==> src/rtl/id_ex_hazard_ctrl.sv <==
// id_ex_hazard_ctrl: stall/bubble/hold/kill sequencing for the IF/ID and ID/EX
// pipeline registers.
//   - RAW hazard detection between decode and EX/MEM.
//   - Multi-cycle EX op sequencing.
//   - Taken-branch kill window.
// Build option HAZ_FWD_EN:
//   - defined: a forwarding network exists, so only load-use stalls.
//   - undefined: any RAW dependence on EX or MEM stalls.
//
// state | meaning
// RUN   | normal issue; branch, multi-cycle start and hazard are resolved here
// BUSY  | multi-cycle op occupies EX; front end and ID/EX are frozen
// FLUSH | extra kill cycles after a taken branch
module id_ex_hazard_ctrl #(
    parameter int MC_CYCLES    = 4,
    parameter int FLUSH_CYCLES = 1
) (
    input  logic       clk,
    input  logic       reset,
    input  logic       id_valid,
    input  logic [4:0] id_rs1,
    input  logic [4:0] id_rs2,
    input  logic       id_uses_rs1,
    input  logic       id_uses_rs2,
    input  logic       ex_valid,
    input  logic [4:0] ex_rd,
    input  logic       ex_is_load,
    input  logic       ex_mc_start,
    input  logic       branch_taken,
    input  logic       mem_valid,
    input  logic [4:0] mem_rd,
    output logic       pc_stall,
    output logic       if_id_stall,
    output logic       id_ex_bubble,
    output logic       id_ex_hold,
    output logic       branch_kill_flag,
    output logic       ex_busy
);

    typedef enum logic [1:0] {RUN, BUSY, FLUSH} state_t;

    // The RUN entry cycle already holds, so BUSY covers the remaining
    // MC_CYCLES-2 cycles of the MC_CYCLES-1 total hold window.
    localparam logic [3:0] MC_LOAD = 4'((MC_CYCLES > 2) ? (MC_CYCLES - 3) : 0);
    localparam logic [3:0] FL_LOAD = 4'((FLUSH_CYCLES > 1) ? (FLUSH_CYCLES - 2) : 0);

    state_t     state_q, state_d;
    logic [3:0] cnt_q, cnt_d;
    logic       match_ex;
    logic       hazard;
    logic       br_take;
    logic       mc_take;

    assign match_ex = ex_valid & (ex_rd != 5'd0) & id_valid &
                      ((id_uses_rs1 & (id_rs1 == ex_rd)) |
                       (id_uses_rs2 & (id_rs2 == ex_rd)));

`ifdef HAZ_FWD_EN
    logic unused_mem;
    assign unused_mem = ^{mem_valid, mem_rd};
    assign hazard     = match_ex & ex_is_load;
`else
    logic match_mem;
    logic unused_load;
    assign unused_load = ex_is_load;
    assign match_mem   = mem_valid & (mem_rd != 5'd0) & id_valid &
                         ((id_uses_rs1 & (id_rs1 == mem_rd)) |
                          (id_uses_rs2 & (id_rs2 == mem_rd)));
    assign hazard      = match_ex | match_mem;
`endif

    assign br_take = branch_taken & ex_valid;
    assign mc_take = ex_mc_start & ex_valid;

    // State and down-counter register.
    always_ff @(posedge clk or posedge reset) begin
        if (reset) begin
            state_q <= RUN;
            cnt_q   <= 4'd0;
        end else begin
            state_q <= state_d;
            cnt_q   <= cnt_d;
        end
    end

    // Next state and combinational outputs; reset forces all outputs low.
    always_comb begin
        state_d          = state_q;
        cnt_d            = cnt_q;
        pc_stall         = 1'b0;
        if_id_stall      = 1'b0;
        id_ex_bubble     = 1'b0;
        id_ex_hold       = 1'b0;
        branch_kill_flag = 1'b0;
        ex_busy          = 1'b0;
        case (state_q)
            RUN: begin
                if (br_take) begin
                    branch_kill_flag = 1'b1;
                    if (FLUSH_CYCLES > 1) begin
                        state_d = FLUSH;
                        cnt_d   = FL_LOAD;
                    end
                end else if (mc_take) begin
                    pc_stall    = 1'b1;
                    if_id_stall = 1'b1;
                    id_ex_hold  = 1'b1;
                    ex_busy     = 1'b1;
                    if (MC_CYCLES > 2) begin
                        state_d = BUSY;
                        cnt_d   = MC_LOAD;
                    end
                end else if (hazard) begin
                    pc_stall     = 1'b1;
                    if_id_stall  = 1'b1;
                    id_ex_bubble = 1'b1;
                end
            end
            BUSY: begin
                pc_stall    = 1'b1;
                if_id_stall = 1'b1;
                id_ex_hold  = 1'b1;
                ex_busy     = 1'b1;
                if (cnt_q == 4'd0) begin
                    state_d = RUN;
                end else begin
                    cnt_d = cnt_q - 4'd1;
                end
            end
            FLUSH: begin
                branch_kill_flag = 1'b1;
                if (br_take) begin
                    cnt_d = FL_LOAD;
                end else if (cnt_q == 4'd0) begin
                    state_d = RUN;
                end else begin
                    cnt_d = cnt_q - 4'd1;
                end
            end
            default: begin
                state_d = RUN;
                cnt_d   = 4'd0;
            end
        endcase
        if (reset) begin
            pc_stall         = 1'b0;
            if_id_stall      = 1'b0;
            id_ex_bubble     = 1'b0;
            id_ex_hold       = 1'b0;
            branch_kill_flag = 1'b0;
            ex_busy          = 1'b0;
        end
    end

endmodule

==> config.mk <==
export PLATFORM = sky130hd
export DESIGN_NAME = id_ex_hazard_ctrl
export DESIGN_NICKNAME = d
export VERILOG_FILES = /design/src/rtl/id_ex_hazard_ctrl.sv
export SDC_FILE = /design/constraint.sdc
export NUM_CORES = 1
export LEC_CHECK = 0
export ABC_AREA = 1
export BUFFER_PORTS_ARGS = -buffer_cell sky130_fd_sc_hd__buf_2
export CAP_MARGIN = 20
export CORE_MARGIN = 2
export CORE_UTILIZATION = 48
export CTS_BUF_LIST = sky130_fd_sc_hd__clkbuf_16
export CTS_CLUSTER_SIZE = 8
export DETAILED_ROUTE_END_ITERATION = 16
export HOLD_SLACK_MARGIN = 0.03
export PLACE_DENSITY_LB_ADDON = 0.15
export SYNTH_ARGS = -nofsm -noshare
export SYNTH_HDL_FRONTEND = slang
export SYNTH_SLANG_ARGS = --single-unit
export TNS_END_PERCENT = 10
==> constraint.sdc <==
create_clock -name clk -period 1.83 [get_ports clk]
set_input_delay 0.183 -clock clk [delete_from_list [all_inputs] [get_ports clk]]
set_output_delay 0.183 -clock clk [all_outputs]
set_load 0.005 [all_outputs]
==> metrics.txt <==
# TYPE chip_impl_metric gauge
chip_impl_info{name="netlist_top_cells_count",value="nand2_1, inv_1, nor2_1, nand3_1"} 1
chip_impl_metric{name="cts_sink_cnt",unit=""} 5
chip_impl_metric{name="top_level_ports",unit=""} 36
chip_impl_metric{name="dpl-instance-area",unit="um^2"} 915.9
chip_impl_info{name="timing.hold.worst_endpoint",value="cnt_q[2]$_DFFE_PP0P_"} 1
chip_impl_metric{name="detailroute.via_count",unit=""} 932
chip_impl_metric{name="final_count_of_pins_violating_max_slew",unit=""} 0
chip_impl_metric{name="final_count_of_hold_timing_violations",unit=""} 0
chip_impl_metric{name="areaGrowthSynthToFinish",unit="%"} 35.64
chip_impl_metric{name="post_synth_edffs",unit=""} 0
chip_impl_metric{name="p_leak",unit="nW"} 0.6764
chip_impl_metric{name="maxSlewHeadroom",unit="%"} 75.17
chip_impl_metric{name="timing.fmax",unit="GHz"} 0.6293
chip_impl_metric{name="ir_drop",unit="V"} 0.001002
chip_impl_metric{name="setup-violations-final",unit=""} 0
chip_impl_metric{name="final_replace_weighted_congestion",unit=""} 0.8356
chip_impl_metric{name="post_cts.repair.setup_buffers",unit=""} 0
chip_impl_metric{name="finish.utilization",unit="%"} 68.28
chip_impl_metric{name="detailedRoute.firstIterationViolations",unit=""} 16
chip_impl_info{name="synthTopCellsByArea",value="nand2_1, dfrtp_1, inv_1"} 1
chip_impl_info{name="cts.root.buffer_cell",value="clkbuf_16"} 1
chip_impl_metric{name="wl_per_cell",unit="um"} 9.490
chip_impl_metric{name="clk_pin_slew_worst_paths",unit="ns"} 0.03
chip_impl_metric{name="rows",unit=""} 14
chip_impl_metric{name="seqPwrFrac",unit="%"} 21.2
chip_impl_info{name="criticalPathCategory",value="input pin to primary output"} 1
chip_impl_metric{name="ys_types",unit=""} 18
chip_impl_metric{name="placed_wire_length_estimate",unit="mm"} 1.530
chip_impl_metric{name="postSynthAreaPerCell",unit="um^2"} 5.039
chip_impl_metric{name="ys_seq_area_share",unit="%"} 16.89
chip_impl_metric{name="worstSkewPairLatency",unit="ns"} 0.23
chip_impl_metric{name="die_area",unit="mm^2"} 0.001873
chip_impl_metric{name="totalWireLength",unit="mm"} 1.898
chip_impl_metric{name="netSwitchingPower",unit="W"} 0.0003721
chip_impl_metric{name="p_per_area",unit="mW/mm^2"} 1004
chip_impl_metric{name="power.combinational.fraction",unit="%"} 43.6
chip_impl_metric{name="synth_fp_nets",unit=""} 179
chip_impl_metric{name="r2r_setup_slack",unit="ns"} 0.48
chip_impl_metric{name="coreArea",unit="mm^2"} 0.001471
chip_impl_metric{name="die_x",unit="um"} 43.28
chip_impl_metric{name="whs_path_depth",unit=""} 4
chip_impl_info{name="synthMostInstantiatedCell",value="nand2_1"} 1
chip_impl_info{name="start_kind",value="input pin"} 1
chip_impl_metric{name="design_power_total",unit="W"} 0.001009
chip_impl_metric{name="synth.yosys.warnings",unit=""} 0
chip_impl_metric{name="postCtsResizedCells",unit=""} 0
chip_impl_metric{name="clkPwrFrac",unit="%"} 35.1
chip_impl_info{name="hold_path_class",value="input pin to flop"} 1
chip_impl_info{name="r2r_start",value="cnt_q[0]$_DFFE_PP0P_"} 1
chip_impl_metric{name="buffer_ports.inserted",unit=""} 34
chip_impl_metric{name="ratio_of_routed_vias_to_standard_cells",unit=""} 4.660
chip_impl_metric{name="first_global_vias",unit=""} 891
chip_impl_metric{name="timing.critical_path.arrival",unit="ns"} 1.41
chip_impl_metric{name="async_reset_ff_share",unit="%"} 100.0
chip_impl_metric{name="required",unit="ns"} 1.65
chip_impl_metric{name="syn_inst",unit=""} 147
chip_impl_metric{name="hold_buffers",unit=""} 1
chip_impl_metric{name="start_util",unit="%"} 50.34
chip_impl_info{name="yosys.area.top_type",value="nand2_1"} 1
chip_impl_metric{name="postLayoutCellArea",unit="mm^2"} 0.001005
chip_impl_metric{name="ys_seq_elements",unit=""} 5
chip_impl_metric{name="globalRouteTotalUtil",unit="%"} 24.26
chip_impl_metric{name="h-tree-depth",unit=""} 1
chip_impl_metric{name="antenna_left",unit=""} 0
chip_impl_metric{name="first_pass_grt_wire_length",unit="mm"} 3.381
chip_impl_metric{name="final_nets",unit=""} 217
chip_impl_metric{name="finalSetupTns",unit="ns"} 0
chip_impl_metric{name="dr.pass1.iters",unit=""} 4
chip_impl_metric{name="timing.critical_path.fanout_max",unit=""} 6
chip_impl_metric{name="cap_viol_max_count",unit=""} 0
chip_impl_metric{name="worst_pin_slew",unit="ns"} 0.3703
chip_impl_metric{name="maximum_number_of_pins_on_one_net_before_global_route_repair",unit=""} 7
chip_impl_info{name="timing.critical_path.to_type",value="primary output"} 1
chip_impl_info{name="hold_path.startpoint",value="ex_mc_start"} 1
chip_impl_metric{name="layout_min_cycle_time",unit="ns"} 1.589
chip_impl_metric{name="yosysTopAreaCellShare",unit="%"} 31.93
chip_impl_info{name="grt_setup_unrepaired",value="no"} 1
chip_impl_info{name="r2r_end",value="cnt_q[0]$_DFFE_PP0P_"} 1
chip_impl_metric{name="max_clock_skew",unit="ns"} 0.003065
chip_impl_metric{name="cts.path.max_buffers",unit=""} 2
chip_impl_metric{name="timing.final.crit_share",unit="%"} 86.83
chip_impl_info{name="yosys_most_used_dff",value="dfrtp_1"} 1
chip_impl_metric{name="fp.dieH",unit="um"} 43.28
chip_impl_metric{name="antenna_violations_before_repair",unit=""} 0
chip_impl_metric{name="p_int",unit="W"} 0.0006366
chip_impl_info{name="run_status",value="finished, final reports clean"} 1
chip_impl_metric{name="switching_share",unit="%"} 36.89
chip_impl_metric{name="overflow",unit=""} 0
chip_impl_metric{name="count_of_antenna_diodes_in_the_layout",unit=""} 0
chip_impl_metric{name="reg2reg_depth",unit=""} 7
chip_impl_metric{name="post_route_cells_drive_above_1_share",unit="%"} 25.00
chip_impl_metric{name="numCtsBuffers",unit=""} 3
chip_impl_info{name="clock_tree_from_tritoncts",value="done"} 1
chip_impl_metric{name="drc",unit=""} 0
chip_impl_metric{name="netlist_area",unit="um^2"} 740.7
-- metal layers --
layer,GRT usage (%),wire length [um],vias to the layer above
met3,5.532,101,9
met5,0,0,-
met2,38.21,829,28
met1,29.87,907,379
li1,-,-,516
met4,13.94,60,0
-- power by group through the flow --
stage / registers [W] / logic [W] / clock network, W
2_1_floorplan: 0.000207 / 0.000324 / 0
3_3_place_gp: 0.000211 / 0.000412 / 0
3_5_place_dp: 0.000214 / 0.000430 / 0
4_1_cts: 0.000215 / 0.000440 / 0.000358
5_1_grt: 0.000221 / 0.000512 / 0.000367
6_report: 0.000214 / 0.000440 / 0.000354
-- cell families after synthesis --
family                   after synthesis  synth area share [%]
AND/OR/NAND/NOR                       98                 52.70
adder cells (fa/ha/maj)                2                 3.378
flip-flops                             5                 16.89
XOR/XNOR                               2                 2.365
AO/OA/AOI/OAI                          8                 7.432
buffers and inverters                 32                 17.23
-- area by class of cell --
class / instances / area [um^2]
well taps: 16 / 20.02
multi-input cells: 110 / 488.0
clock inverters: 1 / 3.754
fillers: 142 / 466.7
inverters: 30 / 112.6
flip-flops and latches: 5 / 125.1
repair buffers: 35 / 180.2
clock buffers: 3 / 75.07
-- registers in the layout, indices dropped and copies added (netlist names) --
signal,count
state_q,1
cnt_q,4
-- critical path, stage by stage --
cell and delay [ns]:
dlygate4sd3_1 0.54, buf_2 0.14, inv_1 0.18, nand3_1 0.12, a21oi_1 0.12, buf_2 0.12
-- worst max path at each step --
stage / start / endpoint / slack, ns / cells after the start
floorplan: state_q[0]$_DFFE_PP0P_ / pc_stall / 0.58 / 7
global placement: mem_rd[2] / if_id_stall / 0.51 / 10
detailed placement: cnt_q[0]$_DFFE_PP0P_ / cnt_q[0]$_DFFE_PP0P_ / 0.52 / 7
CTS: reset / id_ex_bubble / 0.24 / 6
global route: reset / id_ex_bubble / 0.1 / 6
finish: reset / id_ex_bubble / 0.24 / 6
-- per-stage QoR --
stage | hold slack, ns | instances | worst slack (ns)
finish | 0.4054 | 200 | 0.2409
global placement | 0.1263 | 195 | 0.5100
global route | 0.4562 | 200 | 0.09616
detailed placement | 0.1288 | 195 | 0.5205
CTS | 0.4022 | 200 | 0.2361
floorplan | -0.02999 | 147 | 0.5792
-- cells in the final DEF (no fill, tap or decap) --
master	Yosys	final
a21oi_1	2	2
a21oi_2	1	1
buf_2	0	34
clkbuf_16	0	3
dfrtp_1	5	5
dlygate4sd3_1	0	1
ha_1	2	2
inv_1	25	26
inv_2	5	5
nand2_1	63	63
nand3_1	10	10
nand4_1	1	1
nor2_1	20	20
nor2_2	2	2
nor3_1	2	2
o21ai_0	1	1
o22ai_1	3	3
o31ai_2	1	1
xnor2_1	1	1
xor2_1	1	1
Note: power is estimated with default switching activity, not from simulation.
